<file path="config.mk">
export PLATFORM = sky130hd
export DESIGN_NAME = dec_scan_n
export DESIGN_NICKNAME = d
export VERILOG_FILES = /design/src/rtl/dec_scan_n_pkg.sv /design/src/rtl/dec_onehot_n.sv /design/src/rtl/dec_scan_n.sv
export SDC_FILE = /design/constraint.sdc
export NUM_CORES = 1
export LEC_CHECK = 0
export ABC_CLOCK_PERIOD_IN_PS = 3250
export BUFFER_PORTS_ARGS = -buffer_cell sky130_fd_sc_hd__clkbuf_2
export CAP_MARGIN = 20
export CORE_UTILIZATION = 47
export CTS_CLUSTER_SIZE = 24
export DETAILED_ROUTE_END_ITERATION = 8
export PLACE_DENSITY = 0.78
export SYNTH_ARGS = -nofsm -noshare
export SYNTH_HDL_FRONTEND = slang
export SYNTH_SLANG_ARGS = --single-unit
</file>
<file path="constraint.sdc">
create_clock -name clk -period 3.25 [get_ports clk]
set_input_delay 0.4875 -clock clk [delete_from_list [all_inputs] [get_ports clk]]
set_output_delay 0.4875 -clock clk [all_outputs]
set_load 0.01 [all_outputs]
</file>
<file path="src/rtl/dec_scan_n_pkg.sv">
// Shared types and helpers for the registered one-hot decoder family.
package dec_pkg;

   typedef enum logic [1:0] {
      IDLE,
      DIRECT,
      SCAN
   } state_e;

   localparam logic MODE_DIRECT = 1'b0;
   localparam logic MODE_SCAN   = 1'b1;

   localparam int unsigned ONEHOT_MAX_N = 8;

   // Decodes up to ONEHOT_MAX_N select bits; callers keep the low 2^N bits.
   function automatic logic [2**ONEHOT_MAX_N-1:0] onehot(input logic [ONEHOT_MAX_N-1:0] sel);
      onehot      = '0;
      onehot[sel] = 1'b1;
   endfunction

endpackage

</file>
<file path="src/rtl/dec_onehot_n.sv">
// Combinational N-to-2^N one-hot decode with enable; all-zero when disabled.
module dec_onehot_n #(
   parameter int unsigned N = 3
) (
   input  logic           en,
   input  logic [N-1:0]   sel,
   output logic [2**N-1:0] y
);

   localparam int unsigned OUT_W = 2**N;

   always_comb begin
      y = '0;
      for (int unsigned i = 0; i < OUT_W; i++) begin
         y[i] = en && (sel == N'(i));
      end
   end

endmodule

</file>
<file path="src/rtl/dec_scan_n.sv">
// Registered one-hot decoder with a direct-select mode and a dwell-timed scan sequencer.
module dec_scan_n
   import dec_pkg::*;
#(
   parameter int unsigned N       = 3,
   parameter int unsigned DWELL_W = 8
) (
   input  logic               clk,
   input  logic               rst,
   input  logic               en,
   input  logic               mode,
   input  logic [N-1:0]       sel,
   input  logic               sel_vld,
   input  logic [DWELL_W-1:0] dwell,
   input  logic [N-1:0]       last,
   output logic [2**N-1:0]    y,
   output logic [N-1:0]       idx,
   output logic               wrap
);

   localparam int unsigned OUT_W = 2**N;

   state_e             state_q, state_d;
   logic [OUT_W-1:0]   y_q, y_d;
   logic [N-1:0]       idx_q, idx_d;
   logic               wrap_q, wrap_d;
   logic [DWELL_W-1:0] cnt_q, cnt_d;
   logic [DWELL_W-1:0] dwell_q, dwell_d;
   logic [N-1:0]       last_q, last_d;
   logic               y_on;

   // y is always rebuilt from the next index, so y[idx] holds whenever y is non-zero.
   dec_onehot_n #(.N(N)) u_onehot (
      .en  (y_on),
      .sel (idx_d),
      .y   (y_d)
   );

   always_comb begin
      state_d = state_q;
      idx_d   = idx_q;
      wrap_d  = 1'b0;
      cnt_d   = cnt_q;
      dwell_d = dwell_q;
      last_d  = last_q;
      y_on    = |y_q;

      if (!en) begin
         state_d = IDLE;
         y_on    = 1'b0;
         cnt_d   = '0;
      end else if (state_q != SCAN && mode == MODE_SCAN) begin
         state_d = SCAN;
         idx_d   = '0;
         y_on    = 1'b1;
         cnt_d   = '0;
         dwell_d = dwell;
         last_d  = last;
      end else begin
         unique case (state_q)
            IDLE: begin
               state_d = DIRECT;
               y_on    = 1'b0;
            end
            DIRECT: begin
               if (sel_vld) begin
                  idx_d = sel;
                  y_on  = 1'b1;
               end
            end
            SCAN: begin
               if (mode == MODE_DIRECT) begin
                  state_d = DIRECT;
                  y_on    = 1'b0;
                  cnt_d   = '0;
               end else begin
                  y_on = 1'b1;
                  if (cnt_q != dwell_q) begin
                     cnt_d = cnt_q + DWELL_W'(1);
                  end else begin
                     cnt_d = '0;
                     if (idx_q == last_q) begin
                        idx_d  = '0;
                        wrap_d = 1'b1;
                     end else begin
                        idx_d = idx_q + N'(1);
                     end
                  end
               end
            end
            default: begin
               state_d = IDLE;
               y_on    = 1'b0;
            end
         endcase
      end
   end

   always_ff @(posedge clk or posedge rst) begin
      if (rst) begin
         state_q <= IDLE;
         y_q     <= '0;
         idx_q   <= '0;
         wrap_q  <= 1'b0;
         cnt_q   <= '0;
         dwell_q <= '0;
         last_q  <= '0;
      end else begin
         state_q <= state_d;
         y_q     <= y_d;
         idx_q   <= idx_d;
         wrap_q  <= wrap_d;
         cnt_q   <= cnt_d;
         dwell_q <= dwell_d;
         last_q  <= last_d;
      end
   end

   assign y    = y_q;
   assign idx  = idx_q;
   assign wrap = wrap_q;

endmodule

</file>
# Word-level counts from Yosys, hierarchy flattened
# Cells that the tools add are included.
dict set report totals {
  reg_bits 33
  elab_cells 65
  output_inout_bits 12
  input_bits 19
}
dict set report op_classes {
  addsub 2
  reduce_logical 14
  n_eq_ne 15
  n_mux 27
}
# cell n
set op_table {}
lappend op_table {{2-to-1 mux 8 bit} 5}
lappend op_table {{2-to-1 mux 3 bit} 6}
lappend op_table {{== test 3 bit (second input constant)} 4}
lappend op_table {{2-to-1 mux 1 bit} 10}
lappend op_table {{logical AND 1 bit} 9}
lappend op_table {{adder 8 x 1 -> 8 bit (second input constant)} 1}
lappend op_table {{!= test 8 bit} 1}
lappend op_table {{OR reduction 8 bit} 1}
lappend op_table {{== test 3 x 2 -> 1 bit (second input constant)} 2}
lappend op_table {{2-to-1 mux 2 bit} 3}
lappend op_table {{case mux 2 bit (3 select lines)} 1}
lappend op_table {{case mux 3 bit (2 select lines)} 1}
lappend op_table {{!= test 4 bit (second input constant)} 1}
lappend op_table {{AND reduction 2 bit} 2}
lappend op_table {{adder 3 x 1 -> 3 bit (second input constant)} 1}
lappend op_table {{== test 3 x 1 -> 1 bit (second input constant)} 1}
lappend op_table {{== test 3 bit} 1}
lappend op_table {{logical NOT 3 bit} 1}
lappend op_table {{!= test 3 x 1 -> 1 bit (second input constant)} 1}
lappend op_table {{!= test 3 bit (second input constant)} 1}
lappend op_table {{== test 2 x 1 -> 1 bit (second input constant)} 1}
lappend op_table {{== test 2 bit (second input constant)} 1}
lappend op_table {{logical NOT 2 bit} 1}
lappend op_table {{!= test 2 bit (second input constant)} 1}
lappend op_table {{case mux 1 bit (2 select lines)} 1}

# Depth between registers and ports, before layout
# Gate-level depths: netlist of the first run.
dict set report logic_depth {
  ltp_word 9
  ltp_mapped 8
  mapped_depth_nobuf 7
}

# Cells and area by module
# From an unflattened synthesis of the first run, not the netlist that was laid out.
dict set report hier_totals {
  cells_unflattened 156
  hier_area_um2 1739.2
}
# module area_per_inst_um2 seq_area_each_um2 n_inst cells_each
set by_module_without_submodules {}
lappend by_module_without_submodules {dec_scan_n 1644.1 825.8 1 148}
lappend by_module_without_submodules {dec_onehot_n 95.1 0.0 1 8}

# Worst setup path after synthesis of the first run
# Ideal clock, no wire load.
dict set report synth_path {
  kind {register to register}
  startpoint {register cnt_q[0]}
  endpoint {register y_q[7] (netlist: y[7])}
  setup_time_ps 68
  path_slack_ps 820
  arrival_ps 2363
  path_stages_with_launch 7
  path_cell_list {dfrtp_1 xor2_1 or4_1 clkbuf_1 or4_4 a311o_1 and3b_1}
}
dict set report synth_via {
  elab_chain_len 8
}
# element line_no
set synth_lines {}
lappend synth_lines {{start, declared} dec_scan_n.sv:27} ;# logic [DWELL_W-1:0] cnt_q, cnt_d;
lappend synth_lines {{start signal, assigned} dec_scan_n.sv:113} ;# cnt_q <= cnt_d;
lappend synth_lines {{!= test 8 bit} dec_scan_n.sv:78} ;# if (cnt_q != dwell_q) begin
lappend synth_lines {{2-to-1 mux 3 bit} dec_scan_n.sv:78}
lappend synth_lines {{2-to-1 mux 3 bit} dec_scan_n.sv:72} ;# if (mode == MODE_DIRECT) begin
lappend synth_lines {{case mux 3 bit (2 select lines)} dec_scan_n.sv:60} ;# unique case (state_q)
lappend synth_lines {{2-to-1 mux 3 bit} dec_scan_n.sv:52} ;# end else if (state_q != SCAN && mode == MODE_SCAN) begin
lappend synth_lines {{2-to-1 mux 3 bit} dec_scan_n.sv:48} ;# if (!en) begin
lappend synth_lines {{== test 3 bit} dec_onehot_n.sv:15} ;# y[i] = en && (sel == N'(i));
lappend synth_lines {{logical AND 1 bit} dec_onehot_n.sv:15}
lappend synth_lines {{net u_onehot.y[7]} dec_onehot_n.sv:7} ;# output logic [2**N-1:0] y
lappend synth_lines {{end signal, assigned} dec_scan_n.sv:110} ;# y_q <= y_d;
lappend synth_lines {{end, declared} dec_scan_n.sv:24} ;# logic [OUT_W-1:0] y_q, y_d;
# The timed path passes the listed nets, and every way through them passes these cells.
# A chain may end at the register's enable or synchronous reset.

# Worst setup path in the final report of the first run
dict set report layout_path {
  startpoint {register cnt_q[5]}
  endpoint {register y_q[7] (netlist: y[7])}
}
# The elaborated chain is that of the path after synthesis.

==> reports/qor.txt, run 1 <==
Worst-skew pair later-pin latency -> 280 ps
Root buffer cell -> clkbuf_8
Setup_tns -> 0 ps
CORE AREA -> 3660 µm²
GRT overflow -> 0
Crit-path slowest cell -> or4_1
DRT iter0 DRCs -> 96
Synth Flop Type -> dfrtp_1
Largest net degree at the start of global routing -> 34
Gr usage total -> 20.4%
CP Launch Type -> flop
Drt via density -> 5.60
Setup repair bufs after CTS -> 0
Die H -> 63.6 µm
CP endpoint kind -> flop
IO Pins -> 31
Clock skew -> 3.64 ps
Run status -> completed
Total Nets Final -> 229
ANT cells -> 0
# rows -> 22
Critical Path AT -> 2770 ps
Via count -> 1417
Antenna Nets Post-Route -> 0
Hold Buf Count CTS -> 0
Initial antenna violation count -> 0
Reg-to-reg endpoint -> y[7]$_DFF_PP0_
Max capacitance violation total -> 0
Final wirelength -> 3.63 mm
FMAX -> 393 MHz
Die area -> 4040 µm²
# resized after CTS -> 0
CP bufs+invs -> 0
Pre-CTS setup slack -> 727 ps
Ys async rst share -> 100%
Leakage -> 0.974 nW
Post-synthesis sequential area ratio -> 46.3%
R2R cell count -> 5
CTS tree -> built
CTS H-Tree Depth -> 2
Yosys cell types -> 43
Cell count after synthesis -> 171
CTS clock-pin slew for the worst setup and hold paths -> 70 ps
CTS Buf Count -> 5
Post-Synthesis Cell Area -> 1780 µm²
Max clock buf depth -> 2
Setup CP Type -> reg -> reg
GPL Wtd Cong -> 0.846
Ys Warns -> 0
Data required time at the worst endpoint -> 3470 ps
Final Cycle Share -> 78.3%
Most frequent cells in the layout -> 33 x dfrtp_1, 30 x clkbuf_2, 11 x mux2_2
First-pass DRT Iterations -> 4
Clk sink count -> 33
First-pass GRT wire length -> 6.20 mm
Vias in the first global route -> 1337
Most common cell after layout, fill and taps aside -> dfrtp_1
Worst rel slew slack -> 64.8%
Reg2reg start -> cnt_q[5]$_DFFE_PP0P_
Die X -> 63.6 µm
Initial Utilization -> 48.7%
Measured slew at the worst slew-check pin -> 526 ps
Critical Path, Cell by Cell -> xor2_1 -> or4_1 -> or4_4 -> a311o_1 -> and3b_1
Net Count, Synth -> 196
RSZ-0062 raised after global routing -> false
Largest delay share family, worst path -> simple AND/OR/NAND/NOR gates
Post-route DRC -> 0
Crit-path max FO -> 6
Post-synthesis register bit count -> 33
Layout area overhead -> 16.2%
Share of layout cells above drive strength 1 -> 25.9%
Reg2reg setup slack -> 700 ps
Mean Syn Cell Area -> 10.4 µm²
Port buffer count -> 30
Power per cell area -> 504 nW/µm²
Hold Fails Final Rpt -> 0
Crit path launch -> cnt_q[5]$_DFFE_PP0P_
Routed wire per std cell -> 14.4 µm
Hold Path Class -> in -> async
Max VDD drop -> 0.000269 V
Crit-path max cell delay -> 640 ps
Slew Viols, Final -> 0
PnR worst setup slack -> 705 ps
EDFF count, synth -> 0
Dpl hpwl -> 2.65 mm
Period minus WS final -> 2550 ps
Util after Layout -> 56.6%
Final setup viols -> 0
Hold_ws -> 255 ps
==> cells in the mapped netlist (all sizes together), types with 2 or more instances <==
cell type / instances / area share, %
mux2i: 2 / 1.1
a21o: 3 / 1.3
nand3: 8 / 2.2
dfrtp: 33 / 46
inv: 9 / 1.9
nor4b: 4 / 2.0
xnor2: 4 / 2.0
nor3: 4 / 1.1
nor3b: 3 / 1.3
xor2: 9 / 4.4
nor4: 4 / 1.4
o2bb2ai: 2 / 0.98
and2: 2 / 0.70
nor2: 6 / 1.3
o22ai: 2 / 0.70
a22o: 2 / 0.98
o21ai: 7 / 2.0
and3: 3 / 1.1
o221ai: 2 / 0.98
clkbuf: 6 / 1.3
nand4: 3 / 1.1
ha: 6 / 4.2
a31oi: 4 / 1.4
or4: 4 / 1.9
a21oi: 5 / 1.4
nand2: 9 / 1.9
mux2: 11 / 6.9
==> through the flow <==
step           cell area [µm²]  std cells  power (W)
2_1_floorplan             1780        171   0.000677
3_3_place_gp              1990        245   0.000749
3_5_place_dp              1990        245   0.000755
4_1_cts                   2070        253    0.00105
5_1_grt                   2070        253    0.00111
6_report                  2070        253    0.00104
==> cell families (layout without fill, tap and decap cells) <==
kind of cell             after synthesis  after routing  share of synthesized area (%)
buffers and inverters                 16             50                           3.37
flip-flops                            33             33                           46.3
multiplexers                          13             13                           8.07
XOR/XNOR                              13             13                           6.39
adder cells (fa/ha/maj)                6              6                           4.21
AO/OA/AOI/OAI                         35             35                           13.6
AND/OR/NAND/NOR                       55             55                           18.0
==> flip-flops by register name, indices dropped and copies added, names as in the netlist <==
name	flops
cnt_q	8
dwell_q	8
y	8
idx	3
last_q	3
state_q	2
wrap	1
==> routing by layer <==
metal	track usage, %	up-vias	share of wire, %
li1	-	701	-
met1	28.1	677	48
met2	29.9	32	46
met3	5.62	7	4.6
met4	8.81	0	1.1
met5	0	-	0
==> worst max path at each step <==
stage                     endpoint  slack, ps  cells past startpoint
finish              y[7]$_DFF_PP0_        700                      5
global route        y[6]$_DFF_PP0_        580                      5
CTS                 y[7]$_DFF_PP0_        710                      5
detailed placement  y[7]$_DFF_PP0_        730                      5
global placement    y[7]$_DFF_PP0_        780                      5
floorplan           y[7]$_DFF_PP0_        820                      6
==> worst register-to-register path, cell delays in order (launching register included) <==
cell and delay [ps]:
dfrtp_1 430, xor2_1 190, or4_1 640, or4_4 590
a311o_1 420, and3b_1 230
==> layout make-up <==
class,count,area [µm²]
clock buffers,6,72.6
clock inverters,2,10.0
fillers,339,1590
inverters,9,33.8
multi-input cells,122,897
flip-flops and latches,33,826
well taps,48,60.1
repair buffers,33,173
==> where the power goes <==
group / switching, W / internal (W) / leakage, nW / total, W
logic: 0.000136 / 0.000115 / 0.496 / 0.000252
clock network: 0.000146 / 0.000148 / 0.0450 / 0.000295
registers: 0.0000431 / 0.000455 / 0.432 / 0.000498
total: 0.000326 / 0.000718 / 0.974 / 0.00104
Power figures use the tool's default switching activity.
==> inputs of run 2 (changes only) <==
--- a/config.mk
+++ b/config.mk
@@ -5,7 +5,7 @@
 export SDC_FILE = /design/constraint.sdc
 export NUM_CORES = 1
 export LEC_CHECK = 0
-export ABC_CLOCK_PERIOD_IN_PS = 3250
+export ABC_CLOCK_PERIOD_IN_PS = 2500
 export BUFFER_PORTS_ARGS = -buffer_cell sky130_fd_sc_hd__clkbuf_2
 export CAP_MARGIN = 20
 export CORE_UTILIZATION = 47
==> constraint.sdc (replaced) <==
create_clock -name clk -period 2.5 [get_ports clk]
set_input_delay 0.375 -clock clk [delete_from_list [all_inputs] [get_ports clk]]
set_output_delay 0.375 -clock clk [all_outputs]
set_load 0.01 [all_outputs]
==> run 2 against run 1 <==
  * Wire length is 2.8% higher
  * Clock-buffer cell count stayed put
  * Maximum frequency is 5.4% higher
  * Utilization is 3.1 points higher
  * First-iteration DRC count is 36% lower
  * Global-route usage is 0.084 points higher
  * Critical path depth stayed put
  * Register-to-register slack worse by 620 ps
  * Clock skew is 2.8 ps higher
  * Combinational power is 37% higher
  * Clock power is 76% higher
  * Highest routed layer unchanged
==> reports/qor.txt, run 2 (same netlist as run 1, synthesis figures left out) <==
Run status -> completed
Routed wire per std cell -> 14.3 µm
Leakage -> 1.03 nW
Most common cell after layout, fill and taps aside -> dfrtp_1
Die area -> 4040 µm²
Setup CP Type -> reg -> reg
CTS clock-pin slew for the worst setup and hold paths -> 70 ps
CP Launch Type -> flop
Setup_tns -> 0 ps
Die X -> 63.6 µm
Total Nets Final -> 237
Post-route DRC -> 0
Hold Fails Final Rpt -> 0
Gr usage total -> 20.5%
Initial Utilization -> 48.7%
First-pass DRT Iterations -> 4
GRT overflow -> 0
Worst rel slew slack -> 66.4%
Critical Path AT -> 2640 ps
FMAX -> 414 MHz
Setup repair bufs after CTS -> 0
Crit-path max FO -> 5
Period minus WS final -> 2420 ps
Initial antenna violation count -> 0
Final-layout fill cell count -> 307
Measured slew at the worst slew-check pin -> 503 ps
Drt via density -> 5.62
Fin area -> 2180 µm²
RSZ-0062 raised after global routing -> true
CTS H-Tree Depth -> 2
CP endpoint kind -> flop
ANT cells -> 0
Final Cycle Share -> 96.6%
Hold Path Class -> in -> async
Power per cell area -> 692 nW/µm²
Slew Viols, Final -> 0
Pre-CTS setup slack -> 72.9 ps
IO Pins -> 31
Worst-skew pair later-pin latency -> 290 ps
Largest net degree at the start of global routing -> 34
Final setup viols -> 0
DP Area -> 2050 µm²
Layout area overhead -> 22.5%
Share of layout cells above drive strength 1 -> 30.5%
Max capacitance violation total -> 0
CTS tree -> built
Vias in the first global route -> 1329
Final wirelength -> 3.73 mm
Max clock buf depth -> 2
DRT iter0 DRCs -> 61
PnR worst setup slack -> 84.4 ps
Via count -> 1468
GPL Wtd Cong -> 0.917
First-pass GRT wire length -> 6.25 mm
Clock skew -> 6.48 ps
Clk sink count -> 33
Data required time at the worst endpoint -> 2720 ps
Antenna Nets Post-Route -> 0
Port buffer count -> 30
# rows -> 22
Hold_ws -> 140 ps
CTS Buf Count -> 5
CORE AREA -> 3660 µm²
Dpl hpwl -> 2.74 mm
Max VDD drop -> 0.000469 V
Die H -> 63.6 µm
Root buffer cell -> clkbuf_8
Most frequent cells in the layout -> 32 x dfrtp_1, 30 x clkbuf_2, 11 x mux2_2, 11 x buf_4
run 2: where the power goes:
part / switching (W) / total [W] / internal (W) / leakage [nW]
Combinational: 0.000185 / 0.000346 / 0.000161 / 0.538
Sequential: 0.0000561 / 0.000647 / 0.000591 / 0.431
Clock: 0.000194 / 0.000518 / 0.000324 / 0.0574
run 2: repair_timing:
item	4_1_cts	5_1_grt
resized for setup	0	3
hold buffers	0	0
setup endpoints to repair	0	7
run 2: stage by stage:
step / total power (W) / util [%] / std cells
global route: 0.00160 / 59.7 / 261
CTS: 0.00151 / 59.3 / 261
detailed placement: 0.000990 / 56.0 / 253
finish: 0.00151 / 59.7 / 261
floorplan: 0.000880 / - / 171
global placement: 0.000981 / 56.0 / 253
run 2: worst paths after layout:
path | from | to | slack (ps) | cells after the start
setup / recovery | cnt_q[5]$_DFFE_PP0P_ | y[7]$_DFF_PP0_ | 80 | 5
hold / removal | rst | y[3]$_DFF_PP0_ | 140 | 3
min in group clk | dwell[0] | dwell_q[0]$_DFFE_PP0P_ | 320 | 2
hold reg to reg | dwell_q[0]$_DFFE_PP0P_ | dwell_q[0]$_DFFE_PP0P_ | 530 | 1
max in group asynchronous | rst | cnt_q[3]$_DFFE_PP0P_ | 2040 | 3
setup reg to reg | cnt_q[5]$_DFFE_PP0P_ | y[7]$_DFF_PP0_ | 80 | 5
run 2: critical path, stage by stage (launching register included):
cell	delay, ps
dfrtp_1	420
xor2_1	180
or4_1	560
or4_4	570
a311o_1	380
and3b_1	230
run 2: per-layer routing:
layer / vias up / GRT usage [%] / routed length, µm
li1: 720 / - / -
met4: 0 / 7.95 / 53
met2: 44 / 29.9 / 1720
met1: 699 / 28.1 / 1740
met3: 5 / 6.52 / 220
met5: - / 0 / 0
run 2: final cells by class:
| class | count | area [µm²] | area share [%] |
|---|---|---|---|
| clock buffers | 6 | 82.6 | 3.78 |
| well taps | 48 | 60.1 | 2.75 |
| flip-flops and latches | 33 | 827 | 37.9 |
| inverters | 9 | 33.8 | 1.55 |
| repair buffers | 41 | 233 | 10.7 |
| multi-input cells | 122 | 911 | 41.7 |
| clock inverters | 2 | 37.5 | 1.72 |
==> inputs of run 3 (changes only) <==
--- a/config.mk
+++ b/config.mk
@@ -12,6 +12,7 @@
 export CTS_CLUSTER_SIZE = 24
 export DETAILED_ROUTE_END_ITERATION = 8
 export PLACE_DENSITY = 0.78
+export SETUP_SLACK_MARGIN = 0.4
 export SYNTH_ARGS = -nofsm -noshare
 export SYNTH_HDL_FRONTEND = slang
 export SYNTH_SLANG_ARGS = --single-unit
==> run 3 against run 2 <==
  * Utilization is 5.4 points higher
  * Clock-buffer cell count did not move
  * Via count increased by 9.5%
==> reports/qor.txt, run 3 (same netlist as run 1, synthesis figures left out) <==
Gr usage total -> 23.5%
Die area -> 4040 µm²
Max VDD drop -> 0.000636 V
Crit-path slowest cell -> or4_4
CTS H-Tree Depth -> 2
DP Area -> 2020 µm²
Share of layout cells above drive strength 1 -> 40.4%
Max capacitance violation total -> 0
CORE AREA -> 3660 µm²
Dpl hpwl -> 2.73 mm
DRT iter0 DRCs -> 98
Setup_tns -> 0 ps
Leakage -> 1.09 nW
Reg-to-reg endpoint -> y[7]$_DFF_PP0_
Final-layout fill cell count -> 276
Clock skew -> 6.46 ps
Die X -> 63.6 µm
Combinational share of power -> 28.1%
Switching pwr -> 0.000509 W
FMAX -> 416 MHz
Worst rel slew slack -> 68.2%
Layout area overhead -> 33.6%
Power per cell area -> 685 nW/µm²
Crit path launch -> cnt_q[6]$_DFFE_PP0P_
Slew Viols, Final -> 0
Most common cell after layout, fill and taps aside -> dfrtp_1
GPL Wtd Cong -> 0.872
First-pass GRT wire length -> 7.39 mm
Crit-path max FO -> 4
Most frequent cells in the layout -> 32 x dfrtp_1, 30 x clkbuf_2, 18 x buf_4, 11 x mux2_2, 9 x nand2_1
CTS clock-pin slew for the worst setup and hold paths -> 70 ps
IO Pins -> 31
RSZ-0062 raised after global routing -> true
Largest delay share family, worst path -> simple AND/OR/NAND/NOR gates
PnR worst setup slack -> 93.4 ps
Largest net degree at the start of global routing -> 34
Reg2reg start -> cnt_q[6]$_DFFE_PP0P_
CTS tree -> built
Reg2reg setup slack -> 90 ps
Pre-CTS setup slack -> 126 ps
Worst-skew pair later-pin latency -> 290 ps
First-pass DRT Iterations -> 4
Fin area -> 2380 µm²
Initial Utilization -> 48.7%
Initial antenna violation count -> 0
Crit-path max cell delay -> 540 ps
Cell mode on critical path -> or4_4
Period minus WS final -> 2410 ps
Sequential power share -> 39.7%
CP bufs+invs -> 0
Routed wire per std cell -> 17.4 µm
# rows -> 22
Final wirelength -> 4.71 mm
Final setup viols -> 0
Die H -> 63.6 µm
CTS Buf Count -> 5
Critical Path AT -> 2630 ps
Post-route DRC -> 0
Data required time at the worst endpoint -> 2720 ps
Setup CP Type -> reg -> reg
R2R cell count -> 5
CP Launch Type -> flop
Root buffer cell -> clkbuf_8
Measured slew at the worst slew-check pin -> 477 ps
Hold Path Class -> in -> async
Clock power frac -> 32.2%
CP endpoint kind -> flop
Vias in the first global route -> 1510
Switch share -> 31.2%
Hold Fails Final Rpt -> 0
Drt via density -> 5.93
Total Nets Final -> 247
Critical Path, Cell by Cell -> xor2_1 -> or4_4 -> or4_4 -> a311o_1 -> and3b_1
Max clock buf depth -> 2
Antenna Nets Post-Route -> 0
Port buffer count -> 30
Clk sink count -> 33
Via count -> 1608
Final Cycle Share -> 96.3%
ANT cells -> 0
Run status -> completed
Util after Layout -> 65.1%
Internal Pwr Total -> 0.00112 W
GRT overflow -> 0
-- run 3: through the flow --
step	cells	power, W	hold slack [ps]
final	271	0.00163	145
after global routing	271	0.00170	181
after CTS	266	0.00157	164
after detailed placement	248	0.000990	468
after global placement	248	0.000985	465
after floorplan	171	0.000885	493
-- run 3: worst max-delay path by stage --
stage / to / cells past startpoint
after global routing: y[7]$_DFF_PP0_ / 5
final: y[7]$_DFF_PP0_ / 5
after global placement: y[6]$_DFF_PP0_ / 5
after floorplan: y[7]$_DFF_PP0_ / 6
after detailed placement: y[6]$_DFF_PP0_ / 5
after CTS: y[7]$_DFF_PP0_ / 5
-- run 3: final cells by class --
type | count | area [µm²] | share of cell area [%]
clock buffer | 6 | 82.6 | 3.47
tap | 48 | 60.1 | 2.52
clock inverter | 2 | 37.5 | 1.58
multi-input combinational | 123 | 1030 | 43.4
sequential | 33 | 827 | 34.7
timing repair buffer | 50 | 308 | 12.9
inverter | 9 | 33.8 | 1.42
-- run 3: worst reg2reg max path, stage by stage (launching register included) --
cell	delay [ps]
dfrtp_1	430
xor2_1	200
or4_4	510
or4_4	540
a311o_1	430
and3b_1	240
-- run 3: power groups by stage --
stage | logic (W) | clock network, W | registers [W]
5_1_grt | 0.000493 | 0.000553 | 0.000656
4_1_cts | 0.000396 | 0.000527 | 0.000645
3_5_place_dp | 0.000337 | 0 | 0.000653
6_report | 0.000458 | 0.000526 | 0.000648
3_3_place_gp | 0.000332 | 0 | 0.000652
2_1_floorplan | 0.000236 | 0 | 0.000649
-- run 3: layer usage --
| layer | global-route usage (%) | up-vias | share of wire, % |
|---|---|---|---|
| li1 | - | 738 | - |
| met1 | 32.6 | 800 | 44 |
| met2 | 35.8 | 62 | 49 |
| met3 | 5.62 | 8 | 5.8 |
| met4 | 7.95 | 0 | 1.1 |
| met5 | 0 | - | 0 |
-- run 3: what timing repair did --
action                     CTS  global route
gates resized for setup     10            15
hold buffers                 0             0
setup buffers                9             5
pin swaps                    9             6
cloned                       1             0
setup endpoints to repair   14            18
